## src/rtl/pin_ser_pkg.sv

```systemverilog
// pin_ser_pkg: shared state type, beat-count helper and default sizes for pin_word_serializer
package pin_ser_pkg;
    typedef enum logic {IDLE, SEND} state_t;
    localparam int DEF_WIDTH = 513;
    localparam int DEF_BEAT = 32;
    function automatic int nbeats(input int width, input int beat);
        return (width + beat - 1) / beat;
    endfunction
endpackage

```

## src/rtl/pin_word_serializer.sv

```systemverilog
// pin_word_serializer: accepts one wide word per handshake and emits it as LSB-first beats with a last flag
// Optional even parity output out_par when PIN_SER_PARITY_EN is defined.
module pin_word_serializer
    import pin_ser_pkg::*;
#(
    parameter int WIDTH = DEF_WIDTH,
    parameter int BEAT = DEF_BEAT,
    localparam int NBEATS = nbeats(WIDTH, BEAT),
    localparam int IDXW = NBEATS > 1 ? $clog2(NBEATS) : 1
) (
    input  logic             clk,
    input  logic             rst,
    input  logic             in_valid,
    output logic             in_ready,
    input  logic [WIDTH-1:0] in_data,
    output logic             out_valid,
    input  logic             out_ready,
    output logic [BEAT-1:0]  out_data,
    output logic             out_last,
    output logic [IDXW-1:0]  out_idx,
    output logic [15:0]      words_done
`ifdef PIN_SER_PARITY_EN
    ,
    output logic             out_par
`endif
);
    localparam int SHW = NBEATS * BEAT;
    localparam logic [IDXW-1:0] LAST = IDXW'(NBEATS - 1);
    state_t state, state_d;
    logic [SHW-1:0] shreg, shreg_d;
    logic [IDXW-1:0] idx_d;
    logic load, take;
    always_comb begin
        out_valid = state == SEND;
        out_data = shreg[BEAT-1:0];
        out_last = out_valid && out_idx == LAST;
        take = out_valid && out_ready;
        in_ready = !out_valid || (out_last && out_ready);
        load = in_valid && in_ready;
        state_d = load ? SEND : (take && out_last) ? IDLE : state;
        shreg_d = load ? SHW'(in_data) : (take && !out_last) ? shreg >> BEAT : shreg;
        idx_d = load ? '0 : (take && !out_last) ? out_idx + IDXW'(1) : out_idx;
    end
    always_ff @(posedge clk) begin
        if (rst) begin
            state <= IDLE;
            shreg <= '0;
            out_idx <= '0;
            words_done <= '0;
        end else begin
            state <= state_d;
            shreg <= shreg_d;
            out_idx <= idx_d;
            words_done <= words_done + 16'(take && out_last);
        end
    end
`ifdef PIN_SER_PARITY_EN
    // Parity tracks the next front beat so it changes in the same cycle as out_data.
    always_ff @(posedge clk) out_par <= rst ? 1'b0 : ^shreg_d[BEAT-1:0];
`endif
endmodule
```

## config.mk

```make
export PLATFORM = sky130hd
export DESIGN_NAME = pin_word_serializer
export DESIGN_NICKNAME = d
export VERILOG_FILES = /design/src/rtl/pin_ser_pkg.sv /design/src/rtl/pin_word_serializer.sv
export SDC_FILE = /design/constraint.sdc
export NUM_CORES = 1
export LEC_CHECK = 0
export ABC_AREA = 1
export CORE_AREA = 2 2 310 312
export DETAILED_ROUTE_END_ITERATION = 6
export DIE_AREA = 0 0 312 314
export MAX_ROUTING_LAYER = met4
export PLACE_DENSITY = 0.58
export SETUP_SLACK_MARGIN = 0.5
export SYNTH_ARGS = -nofsm -noshare
export SYNTH_HDL_FRONTEND = slang
export SYNTH_SLANG_ARGS = --single-unit
```

## constraint.sdc

```tcl
create_clock -name clk -period 3.5 [get_ports clk]
set_clock_uncertainty 0.15 [all_clocks]
set_input_delay 1.05 -clock clk [delete_from_list [all_inputs] [get_ports clk]]
set_output_delay 1.05 -clock clk [all_outputs]
set_load 0.005 [all_outputs]
```

==> summary.txt <==
asr flop ratio synth: 0%
Syn Nets: 4567
Chip Height: 314 um
GP Congestion: 0.857
final setup vio count: 0
starting density of the core: 27.9%
post-synthesis mux area share: 0%
outcome: finished clean
Crit-path slowest cell: dfxtp_4
Worst Reg-to-Reg Cells: 17
M3 GR Usage: 2.91%
hpwl dp: 70.9 mm
Avg Inst Size Synth: 6.51 um^2
DRC viols: 0
Worst Tran Pin Value: 0.554 ns
NumNets Final: 4929
Wirelength per Cell: 17.7 um
most frequent cell on the critical path: inv_2
Post-synth EDFFs: 0
area of placed instances: 0.0330 mm^2
number of max-cap violations: 0
Clock transition at path regs: 0.06 ns
area share of and/or/nand/nor cells after synthesis: 33.3%
Routed Antenna Nets: 0
CTS buffer count: 67
Max H-tree Level: 3
Yosys reg bits: 535
largest net degree at the start of global routing: 108
vias: 27200
most frequent cell after synthesis: nand2_1
Worst-Skew Late Latency: 0.60 ns
# port buffers: 572
GRT Residual Overflow: 0
Yosys top cell by area: dfxtp_1
crit share post-route: 82.2%
Main synth FF type: dfxtp_1
Final Hold Fails: 0
Die X-Extent: 312 um
met1 usage: 25.4%
final hold slack: 0.329 ns
Crit path buffers/inverters: 4
total wire length: 101 mm
adder-cell share of the synthesized area: 0.237%
first-pass GRT wire length: 152 mm
overall die area: 0.0980 mm^2
r2r setup slk: 0.92 ns
First DRT Iteration DRCs: 2361
fin crit period: 2.88 ns
Synth top area share: 40.7%
TritonCTS clock tree: built
maximum clock insertion buffer count: 3
Synth Instances: 4045
Reg-to-Reg End: words_done[10]
post-route cell area: 0.0352 mm^2
met2 usage: 33.6%
fmax: 0.348 GHz
Compound-Gate Fraction of Synth Area: 11.3%
nature of the critical path endpoint: output port
slew margin rel.: 63.0%
Worst Hold Path EP: shreg[201]
CP arrival: 1.68 ns
initial antenna violation count: 13
kind of critical path: register to output port
reg2reg start: out_idx[0]
PwrDens: 454 mW/mm^2
vias in the first global route: 25900
Cell Chain, Critical Path: inv_2 > ha_4 > inv_2 > nor2_4 > buf_6 > nand3_4 > nand2_8 > buf_2
Slew Viols, Final: 0
grt peak-use layer: met2
critical path fanouts, max: 2
Total GRT Usage: 20.3%
synth warn: 0
xor/xnor cell area share of the yosys netlist: 0.0997%
Hold Crit Class: register to register
LEAKAGE: 14.7 nW
unrepaired setup endpoints after global routing: no
IO Count: 573
Unique masters post-synth: 25
TNS Setup: 0 ns
post-synthesis to final-layout area growth: 33.8%
Worst VDD drop: 0.344 mV
Setup crit start kind: register
combinational family with the most area after synthesis: simple AND/OR/NAND/NOR gates
Num Clock Sinks: 535
Hold Crit Start: shreg[201]
Worst Path Required: 2.30 ns
Worst Hold Path Cells: 2
Pre-antenna DRT Iters: 5
Root Driver: clkbuf_16
max incr delay on CP: 0.34 ns
top cells by area, synth: dfxtp_1, nand3_1, nand2_1, a21oi_1, inv_1
Core Area: 0.0944 mm^2
register area share after synthesis: 40.7%
routed vias/inst: 4.75
commonest cells in the netlist: nand2_1, nand3_1, dfxtp_1
CP delay by family, top: flip-flops
share of layout cells above drive strength 1: 4.94%
Rows: 113
Cell Area, Synth: 0.0263 mm^2
==> sequential cells by signal, indices dropped and copies added (netlist names) <==
signal	flops
out_idx	5
out_valid	1
shreg	513
words_done	16
==> cell type report <==
type,instances,area (um^2)
inverters,533,2010
fillers,10200,59200
flip-flops and latches,535,10700
repair buffers,660,6860
multi-input cells,2610,11900
diodes,10,25.0
well taps,1265,1580
clock inverters,17,183
clock buffers,102,1960
==> logic make-up (layout without fill, tap and decap cells) <==
kind of cell    after synthesis  in the layout
simple gates               2010           2010
other cells                   0             10
compound gates              592            592
fa+ha+maj                     5              5
flops                       535            535
xor+xnor                      3              3
buf+inv                     900           1312
==> power breakdown <==
group	switching [mW]	internal, mW	leakage (nW)
Clock	2.83	4.02	1.05
Combinational	1.33	1.11	9.27
Sequential	0.218	6.48	4.40
==> layer usage <==
metal	wire length (um)	vias up
li1	-	13700
met1	43400	12600
met2	49800	785
met3	5320	149
met4	2780	0
met5	0	-
==> cell usage in the layout, fill, tap and decap left out, drive strengths merged, types with 2 or more instances in the layout <==
| cell | count |
|---|---|
| ha | 5 |
| nand2 | 1029 |
| inv | 534 |
| nor2 | 26 |
| clkinv | 13 |
| nand4 | 6 |
| dfxtp | 535 |
| a21oi | 525 |
| nand3 | 943 |
| diode | 10 |
| clkdlybuf4s50 | 567 |
| buf | 91 |
| xnor2 | 2 |
| o21ai | 66 |
| nor3 | 5 |
| bufinv | 2 |
| clkbuf | 103 |
==> worst max path at each step <==
stage / from / end / slack [ns] / cells after the start
3_3_place_gp: out_ready / in_ready / 0.02 / 4
2_1_floorplan: out_ready / in_ready / 0.73 / 4
6_report: out_idx[0] / in_ready / 0.62 / 8
3_5_place_dp: out_ready / in_ready / 0.02 / 4
5_1_grt: out_idx[0] / in_ready / 0.53 / 8
4_1_cts: out_idx[0] / out_last / 0.50 / 8
==> per-stage QoR <==
step	cells	setup WS [ns]	utilization (%)	total power, mW
finish	5732	0.624	37.3	16.0
global route	5731	0.534	37.3	16.7
CTS	5722	0.503	37.3	16.2
detailed placement	5598	0.0241	34.9	9.27
global placement	5598	0.0215	34.9	9.25
floorplan	4045	0.729	-	8.09
==> timing repair <==
item	CTS	global route
pin swaps	4	1
setup buffers	5	0
hold buffers	0	0
endpoints found under the hold margin	0	0
cloned	0	0
setup endpoints to repair	2	1
resized for setup	22	4
==> worst reg2reg max path: stages, from the launching register on <==
cell and delay, ns:
dfxtp_4 0.34, inv_2 0.07, ha_4 0.13, inv_2 0.04, nor2_4 0.11, buf_6 0.12, nand3_4 0.10, buf_4 0.15
buf_4 0.14, inv_1 0.07, ha_1 0.14, ha_1 0.17, nand3_1 0.12, nor3_1 0.16, buf_4 0.16, nand4_1 0.10
o21ai_0 0.17, nor2_1 0.05
Note: power is estimated with default switching activity, not from simulation.
